File: src/rtl/cpu_stack_ctl.sv
// Hardware stack controller: TOS/NOS are held in registers, deeper entries spill to a
// single-port RAM. Each request pops 0-3 entries and then optionally pushes one.
module cpu_stack_ctl #(
  parameter int RAM_AW = 10
) (
  input  logic              clk,
  input  logic              rst_b,
  input  logic              req_valid_4a,
  input  logic              kill_4a,
  input  logic [1:0]        pop_cnt_4a,
  input  logic              push_4a,
  input  logic [34:0]       push_data_4a,
  output logic              ready,
  output logic [34:0]       tos,
  output logic [34:0]       nos,
  output logic              tos_valid,
  output logic              nos_valid,
  output logic [RAM_AW:0]   count,
  output logic              err_under,
  output logic              err_over,
  output logic [RAM_AW-1:0] ram_addr,
  output logic              ram_re,
  output logic              ram_we,
  output logic [34:0]       ram_wdata,
  input  logic [34:0]       ram_rdata
);

  localparam int CW = RAM_AW + 1;
  localparam logic [CW:0] CAP = (CW+1)'((1 << RAM_AW) + 2);

  typedef enum logic [1:0] {IDLE, POP, FILL, PUSH} state_t;

  state_t          state_q, state_d;
  logic [CW-1:0]   count_q, count_d;
  logic [34:0]     tos_q, tos_d;
  logic [34:0]     nos_q, nos_d;
  logic [34:0]     data_q, data_d;
  logic [1:0]      pops_q, pops_d;
  logic            push_q, push_d;
  logic            err_under_q, err_under_d;
  logic            err_over_q, err_over_d;

  logic [1:0]      pops_dec;
  logic [CW:0]     depth_after;

  // Where the sequence goes once the current pop has fully retired.
  function automatic state_t after_pop(input logic [1:0] rem, input logic psh);
    if (rem != 2'd0)  return POP;
    else if (psh)     return PUSH;
    else              return IDLE;
  endfunction

  assign pops_dec    = pops_q - 2'd1;
  assign depth_after = {1'b0, count_q} - (CW+1)'(pop_cnt_4a) + (CW+1)'(push_4a);

  always_ff @(posedge clk or negedge rst_b) begin
    if (!rst_b) begin
      state_q     <= IDLE;
      count_q     <= '0;
      tos_q       <= '0;
      nos_q       <= '0;
      data_q      <= '0;
      pops_q      <= '0;
      push_q      <= 1'b0;
      err_under_q <= 1'b0;
      err_over_q  <= 1'b0;
    end else begin
      state_q     <= state_d;
      count_q     <= count_d;
      tos_q       <= tos_d;
      nos_q       <= nos_d;
      data_q      <= data_d;
      pops_q      <= pops_d;
      push_q      <= push_d;
      err_under_q <= err_under_d;
      err_over_q  <= err_over_d;
    end
  end

  always_comb begin
    state_d     = state_q;
    count_d     = count_q;
    tos_d       = tos_q;
    nos_d       = nos_q;
    data_d      = data_q;
    pops_d      = pops_q;
    push_d      = push_q;
    err_under_d = err_under_q;
    err_over_d  = err_over_q;
    ram_re      = 1'b0;
    ram_we      = 1'b0;
    ram_addr    = '0;
    ram_wdata   = '0;

    case (state_q)
      IDLE: begin
        if (req_valid_4a && !kill_4a) begin
          // Error checks run first so an illegal request never disturbs the stack.
          if (CW'(pop_cnt_4a) > count_q) begin
            err_under_d = 1'b1;
          end else if (depth_after > CAP) begin
            err_over_d = 1'b1;
          end else begin
            pops_d  = pop_cnt_4a;
            push_d  = push_4a;
            data_d  = push_data_4a;
            state_d = after_pop(pop_cnt_4a, push_4a);
          end
        end
      end
      POP: begin
        tos_d   = nos_q;
        count_d = count_q - CW'(1);
        if (count_q >= CW'(3)) begin
          ram_re   = 1'b1;
          ram_addr = RAM_AW'(count_q - CW'(3));
          state_d  = FILL;
        end else begin
          pops_d  = pops_dec;
          state_d = after_pop(pops_dec, push_q);
        end
      end
      FILL: begin
        nos_d   = ram_rdata;
        pops_d  = pops_dec;
        state_d = after_pop(pops_dec, push_q);
      end
      PUSH: begin
        if (count_q >= CW'(2)) begin
          ram_we    = 1'b1;
          ram_addr  = RAM_AW'(count_q - CW'(2));
          ram_wdata = nos_q;
        end
        nos_d   = tos_q;
        tos_d   = data_q;
        count_d = count_q + CW'(1);
        state_d = IDLE;
      end
      default: state_d = IDLE;
    endcase
  end

  assign ready     = (state_q == IDLE);
  assign tos       = tos_q;
  assign nos       = nos_q;
  assign count     = count_q;
  assign tos_valid = (count_q >= CW'(1));
  assign nos_valid = (count_q >= CW'(2));
  assign err_under = err_under_q;
  assign err_over  = err_over_q;

endmodule

File: config.mk
export PLATFORM = sky130hd
export DESIGN_NAME = cpu_stack_ctl
export DESIGN_NICKNAME = d
export VERILOG_FILES = /design/src/rtl/cpu_stack_ctl.sv
export SDC_FILE = /design/constraint.sdc
export NUM_CORES = 1
export LEC_CHECK = 0
export ABC_AREA = 1
export CAP_MARGIN = 20
export CORE_UTILIZATION = 49
export CTS_CLUSTER_DIAMETER = 50
export DETAILED_ROUTE_END_ITERATION = 8
export PLACE_DENSITY_LB_ADDON = 0.2
export SYNTH_ARGS = -nofsm -noshare
export SYNTH_HDL_FRONTEND = slang
export SYNTH_SLANG_ARGS = --single-unit
File: constraint.sdc
create_clock -name clk -period 3.25 [get_ports clk]
set_input_delay 0.65 -clock clk [delete_from_list [all_inputs] [get_ports clk]]
set_output_delay 0.65 -clock clk [all_outputs]
set_load 0.01 [all_outputs]
### Word level (Yosys, flattened, before mapping)

Index checks and enable logic that the tools add are counted.

* register bits: 123
* output and inout bits: 133
* logic and storage cells: 69

* add/subtract/negate cells: 7
* order comparisons: 5
* equality and inequality tests: 7
* mux-type cells: 26
* bitwise operators: 2
* reduce and logical (&&, ||, !) cells: 13

Operator list (count)
* case mux 35 bit (2 select lines): 2
* two-way mux 35 bit: 2
* two-way mux 2 bit: 12
* greater-or-equal comparator 11 x 2 -> 1 bit (second input constant): 2
* case mux 11 bit (2 select lines): 1
* two-way mux 10 bit: 2
* case mux 10 bit (2 select lines): 1
* subtractor 10 x 2 -> 10 bit (second input constant): 2
* adder 12 x 1 -> 12 bit: 1
* > comparator 12 x 11 -> 1 bit (second input constant): 1
* subtractor 11 x 2 -> 12 bit: 1
* adder 11 x 1 -> 11 bit (second input constant): 1
* greater-or-equal comparator 11 x 1 -> 1 bit (second input constant): 1
* > comparator 2 x 11 -> 1 bit: 1
* subtractor 11 x 1 -> 11 bit (second input constant): 1
* case mux 2 bit (4 select lines): 1
* AND reduction 4 bit: 2
* nonzero test 2 bit: 4
* != test 2 bit (second input constant): 3
* case mux 2 bit (3 select lines): 1
* AND reduction 3 bit: 2
* AND reduction 5 bit: 1
* equality test 2 bit (second input constant): 2
* two-way mux 1 bit: 4
* other kinds (8): 9

### Depth between registers and ports, before layout

Gate-level depths: netlist of the first run.

* depth in word-level cells: 7
* gate-level depth with buffers: 20
* mapped depth without buffers: 20

### Worst setup path after synthesis of the first run

No wires, ideal clock.

* path kind: input-to-reg
* start point: input pop_cnt_4a[0]
* end point: register data_q[12]
* library setup time: 117 ps
* arrival: 2723 ps
* required time: 3133 ps
* setup slack: 410 ps
* cell stages on the path: 17
* path through: inv_1 > ha_1 > inv_1 > ha_1 > fa_1 > nand2_1 > nand2_1 > nand3_1 > a21oi_1 > nor2_1 > xor2_1 > inv_1 > nand2_2 > nand3_4 > buf_6 > nand2_2 > o21ai_2

* cells in the longest elaborated chain, start to end: 5
* elaborated cells between the ends (all ways): 7
* those cells by class: add/sub (2); order compare (2); bitwise (2); reduce/logical (1)

RTL lines
* from (decl): RTL line 10 `input logic [1:0] pop_cnt_4a,`
* subtractor 11 x 2 -> 12 bit: RTL line 54 `assign depth_after = {1'b0, count_q} - (CW+1)'(pop_cnt_4a) + (CW+1)'(push_4a);`
* adder 12 x 1 -> 12 bit: RTL line 54
* > comparator 12 x 11 -> 1 bit: RTL line 101 `end else if (depth_after > CAP) begin`
* NOT 1 bit (no line)
* AND reduction 4 bit (no line) *
* to (signal assigned): RTL line 72 `data_q <= data_d;`
* to (decl): RTL line 37 `logic [34:0] data_q, data_d;`

Mark *: on every way between the ends. The rest lies on a longest branch, timed or not.
A chain may end at the register's enable or synchronous reset.

### Worst setup path in the final report of the first run

* start point: register count_q[3], in the netlist count[3]
* end point: output ram_addr[2]

* cells in the longest elaborated chain, start to end: 3
* elaborated cells between the ends (all ways): 5
* those cells by class: order compare (2); mux (3)

RTL lines
* from (decl): RTL line 34 `logic [CW-1:0] count_q, count_d;`
* from (signal assigned): RTL line 69 `count_q <= count_d;`
* greater-or-equal comparator 11 x 2 -> 1 bit, on equally long branches: RTL line 129, 114
* two-way mux 10 bit, on equally long branches: RTL line 129, 114
* case mux 10 bit (2 select lines) *: RTL line 95 `case (state_q)`
* to (decl): RTL line 21 `output logic [RAM_AW-1:0] ram_addr,`

Marks and branches as above.

==> results.ini, run 1 <==
[clocking]
h-tree-depth=4
cts_tree=built
path_clk_slew_ps=60
cts_made_buffers=17
clk_latency_ps=420
root_buffer=clkbuf_16
clock_sinks=123
cts_buffer_depth=2

[layout]
fill_cells=1079
multiInputGateArea_um2=3740
final_nets=1268
antenna_cells=0
final-seq-area_um2=3080
syn2layout_area_growth_pct=47.7
final_cell_mix=clkdlybuf4s50_1, nand2_1, inv_1
drive_gt1_share_pct=22.2
fin_area_um2=10800
layout.cells.non_filler=1341
final_common_cell=clkdlybuf4s50_1

[global_routing]
grt_max_degree=57
grt_overflow=0
grt_antenna_before_repair=0
grt_pass1_vias=7057
grt_pass1_wl_um=36600
track_usage_pct=30.0

[floorplan]
rows=44
die-area_um2=15500
start_util_pct=50.3
core_um2=14600
die_y_um=124
fp.dieW_um=124
ios=210

[critical_path]
crit_top_cell=nor2_4
critPathLaunchType=flip-flop
critPathMaxFanout=4
critPathBufInv=5
critPathSlowestCell=dfrtp_1
slowest_delay_ps=400
critPathKind=reg2out
crit_family=buffers and inverters
critical_path_required_ps=2600
crit_arrival_ps=2650
worstPathCellList=inv_2 > ha_1 > nand4_1 > inv_1 > nand2_1 > nand2_2 > nor2_4 > nor2_4 > clkinvlp_4 > buf_4 > o22ai_2 > clkdlybuf4s15_1
end_kind=primary output

[routing]
first_pass_iters=5
antenna_left=0
drt_iter0_markers=549
drc_errors=0
drt_wl_total_um=23800
vias_per_cell=5.42
vias=7266
routedWlPerCell_um=17.8

[pwr]
power_density_nw_per_um2=1100
power.leakage_nw=5.43
fin_total_pwr_mw=12.0
ir_drop_v=0.000564

[run]
drv_cap=0

[logic_synthesis]
synthSimpleGateAreaFrac_pct=20.2
synth_top_area_share_pct=41.9
synth_flop_cell=dfrtp_1
syn_nets=1006
ys_ff_latch=123
synth.avg_cell_area_um2=8.33
syn_area_um2=7340
synthMuxAreaShare_pct=0
ys_warn_count=0
synth_fa_ha_area_share_pct=8.11
synth_enable_flop_cells=0
synth_xor_area_share_pct=3.20
async_reset_ff_share_pct=100
synth-seq-area-share_pct=41.9
yosysTopAreaCell=dfrtp_1
synth_top_family_by_area=simple AND/OR/NAND/NOR gates
synth_compound_area_share_pct=16.7
synth_cells=882
yosysUniqueCellTypes=40
yosys-top-cells-area=dfrtp_1, ha_1, inv_1

[timing]
max_freq_ghz=0.303
drv_slew=0
fin_ws_ps=-45.3
final_min_period_over_clock_period_pct=101
fin_crit_ps=3300
finClkSkew_ps=6.90
hold_viol_final=0
holdWs_ps=190
setup_violations=3
relSlewSlack_pct=41.0
tightestPinTransition_ps=880

[place]
hpwl_um=15300
place.gp.congestion=0.885
dpl_cell_area_um2=9890
preCtsSetupSlack_ps=-279
io_buffers=209
dp_cells=1281

[status]
status=complete, but fails checks
violations=negative setup slack

[hold_path]
hold_class=in2async

-- stage by stage --
| step | TNS (ps) | util (%) |
|---|---|---|
| global placement | -8790 | 67.8 |
| CTS | -1910 | 73.2 |
| global route | -659 | 74.4 |
| finish | -75.8 | 74.4 |
| detailed placement | -10010 | 67.8 |
| floorplan | 0 | - |
-- cell usage after synthesis (8+ instances only) --
library cell	instances
nand2_2	37
o211ai_1	22
o21ai_0	24
a21oi_1	15
dfrtp_1	123
nand2_1	129
o21ai_2	36
ha_1	46
inv_1	134
nor2_1	102
a22oi_1	8
o22ai_1	9
nor3_1	37
xor2_1	24
nand3_1	23
o221ai_1	9
clkbuf_1	29
a211oi_1	29
-- cell type report --
type | count | share of cell area, %
Timing Repair inverter | 1 | 0.0692
Inverter | 141 | 5.02
Sequential cell | 123 | 28.4
Timing Repair Buffer | 281 | 24.2
Tap cell | 184 | 2.12
Multi-Input combinational cell | 579 | 34.5
Clock inverter | 13 | 1.53
Clock buffer | 19 | 4.17
-- worst register-to-register path, cell delays in order (launching register included) --
cell and delay, ps:
dfrtp_1 560, ha_1 360, ha_1 350, nand2_1 70, nand2_1 90, nand4_1 130
nand2_2 100, a21oi_4 150, xor2_2 290, buf_4 180, nand3_1 90, nand2_2 130
nand2_1 90, nand2_1 70, nand2_1 50
-- logic make-up after synthesis --
group / Yosys count
AOI/OAI and AO/OA: 168
xor gates and xnor gates: 26
adders and majority gates: 47
buffers and inverters: 180
DFF: 123
and+or+nand+nor: 338
-- sequential cells by signal, indices dropped and copies added, names as in the netlist --
name / cells
err_over: 1
pops_q: 2
push_q: 1
count: 11
nos: 35
state_q: 2
tos: 35
err_under: 1
data_q: 35
-- path summary, 6_finish.rpt --
path                            from     endpoint  slack, ps  depth (start not counted)
max                         count[3]  ram_addr[2]        -50                         12
min                            rst_b      nos[14]        190                          1
max reg2reg                 count[1]    pops_q[1]        420                         14
min reg2reg                err_under    err_under        470                          1
max in group asynchronous      rst_b    data_q[3]       2300                          2
min in group clk           err_under    err_under        470                          1
-- power breakdown --
group | internal (mW) | switching, mW | total (mW)
clock | 1.25 | 0.731 | 1.98
combinational | 3.16 | 4.00 | 7.16
sequential | 2.29 | 0.546 | 2.83
-- repair_timing --
item                       4_1_cts  5_1_grt
gates cloned                     1        2
pin swaps                        0        6
setup endpoints to repair       46       47
hold buffers                     0        0
buffers inserted                17        9
resized for setup               65      103
-- layer usage --
metal	wire (um)	GRT usage [%]	vias up
li1	-	-	3396
met1	9750	39.1	3453
met2	11400	47.9	371
met3	2050	7.39	46
met4	592	12.0	0
met5	0	0	-
No activity file was read; power rests on OpenSTA's default activity.
==> run 2: changes to the inputs <==
Settings changed: CORE_UTILIZATION 49 to 50, CTS_BUF_LIST from default to sky130_fd_sc_hd__clkbuf_8, MAX_ROUTING_LAYER from default to met4.
==> run 2 against run 1 <==
  * The run now ends clean
  * Sequential share of layout area rose by 1.5 points
  * Wire length fell by 6.3%
  * Core utilization fell by 1.2 points
  * Non-clock buffer count is 17 lower
  * Sequential cell count is the same
  * Die area is 2.0% lower
  * Largest power group unchanged
  * Highest routed layer unchanged
==> results.ini, run 2 (synthesized netlist as in run 1, its figures left out) <==
[floorplan]
fp.dieW_um=123  ; -0.99%
ios=210  ; unchanged
rows=43  ; -2.3%
die_y_um=123  ; -0.99%
die-area_um2=15200  ; -2.0%
core_um2=14100  ; -3.4%
start_util_pct=52.1  ; +1.8 points

[timing]
max_freq_ghz=0.313  ; +3.2%
final_min_period_over_clock_period_pct=98.2  ; -3.1 points
drv_slew=0  ; unchanged
fin_ws_ps=57.0  ; +102 ps
tightestPinTransition_ps=1060  ; +179 ps
finClkSkew_ps=15.5  ; +8.63 ps
setup_violations=0  ; -3
fin_crit_ps=3190  ; -102 ps
rsz0062_at_grt=true
relSlewSlack_pct=29.4  ; -12 points
hold_viol_final=0  ; unchanged

[critical_path]
critPathKind=reg2out
critical_path_required_ps=2600  ; about the same
crit_arrival_ps=2540  ; -110 ps
end_kind=primary output
slowest_delay_ps=390  ; about the same
critPathMaxFanout=21  ; +17
critPathSlowestCell=dfrtp_1
critPathLaunchType=flip-flop
worstPathCellList=inv_2 > buf_6 > ha_2 > nand4_1 > inv_1 > nand2_1 > nand2_1 > nor2_2 > nor2_2 > inv_4 > buf_12 > nor2_1 > dlygate4sd2_1

[layout]
fin_area_um2=10300  ; -4.9%
final_nets=1250  ; -1.4%
syn2layout_area_growth_pct=40.4
final_common_cell=clkdlybuf4s50_1
final_cell_mix=clkdlybuf4s50_1, nand2_1, inv_1
final-seq-area_um2=3080  ; unchanged
fill_cells=1090  ; +1.0%
drive_gt1_share_pct=22.3  ; +0.088 points
multiInputGateArea_um2=3700  ; -1.0%

[global_routing]
grt_antenna_before_repair=1  ; +1
grt_overflow=0  ; unchanged
grt_pass1_wl_um=34600  ; -5.5%
grt_max_degree=88  ; +54%
track_usage_pct=31.0  ; +1.0 points
grt_pass1_vias=6826  ; -3.3%

[place]
hpwl_um=15700  ; +3.0%
dpl_cell_area_um2=9900  ; about the same
place.gp.congestion=0.879  ; -0.64%
io_buffers=209  ; unchanged
preCtsSetupSlack_ps=-331  ; -51.9 ps

[pwr]
fin_total_pwr_mw=11.3  ; -5.9%
power_density_nw_per_um2=1090  ; -1.1%
ir_drop_v=0.000613  ; +8.7%
power.leakage_nw=5.03  ; -7.4%

[clocking]
clk_latency_ps=460  ; +40 ps
cts_made_buffers=17  ; unchanged
cts_tree=built
root_buffer=clkbuf_8
clock_sinks=123  ; unchanged
path_clk_slew_ps=80  ; +20 ps
cts_buffer_depth=2  ; unchanged
h-tree-depth=4  ; unchanged

[run]
drv_cap=0  ; unchanged

[routing]
first_pass_iters=5  ; unchanged
antenna_left=0  ; unchanged
routedWlPerCell_um=16.9  ; -4.8%
drt_wl_total_um=22300  ; -6.3%
drc_errors=0  ; unchanged
vias_per_cell=5.34  ; -1.4%
vias=7050  ; -3.0%
drt_iter0_markers=440  ; -20%

[status]
status=finished, final reports clean

[hold_path]
hold_class=in2async

[run 2: critical path, delay by kind of cell, from the launching register on]
| family | cells | cell delay (ps) |
|---|---|---|
| DFF | 1 | 390 |
| and+or+nand+nor | 6 | 600 |
| buffers and inverters | 6 | 880 |
| adders and majority gates | 1 | 190 |
[run 2: final timing paths]
check                      startpoint       endpoint  slack, ps  cells past startpoint
hold / removal                  rst_b      count[10]        240                      1
max in group asynchronous       rst_b        tos[11]       2200                      2
setup reg to reg             count[0]     state_q[0]        290                     18
min in group clk            err_under      err_under        480                      1
hold reg to reg             err_under      err_under        480                      1
setup / recovery             count[3]  ram_wdata[29]         60                     13
[run 2: through the flow]
stage	setup TNS (ps)	std cells	utilization (%)	hold WS, ps
after floorplan	0	882	-	354
after global placement	-10190	1281	70.2	454
after detailed placement	-11670	1281	70.2	462
after CTS	0	1315	73.2	265
after global routing	-133	1320	73.2	292
final	0	1320	73.2	242
[run 2: timing repair]
item | CTS | global route
buffers inserted | 2 | 4
resized for setup | 69 | 116
hold buffers | 0 | 0
pin swaps | 0 | 7
setup endpoints to repair | 46 | 86
hold endpoints to repair | 0 | 0
[run 2: per-layer routing]
metal  global-route usage [%]  vias to the layer above  share of wire, %
met4                     9.86                        0               2.2
met1                     41.3                     3370                44
met5                        -                        -                 0
met2                     47.7                      274                46
met3                     6.23                       38               7.8
li1                         -                     3368                 -
[run 2: where the power goes]
part / leakage, nW / internal [mW] / switching, mW
clock network: 0.208 / 0.772 / 0.689
registers: 1.48 / 2.28 / 0.548
logic: 3.34 / 3.14 / 3.84
total: 5.03 / 6.19 / 5.07
[run 2: area by class of cell]
cell class / instances / area share (%)
Multi-Input combinational cell: 579 / 35.9
Sequential cell: 123 / 29.8
Timing Repair Buffer: 264 / 22.8
Inverter: 141 / 5.18
Clock buffer: 17 / 2.27
Tap cell: 180 / 2.18
Clock inverter: 15 / 1.83
Antenna cell: 1 / 0.0243
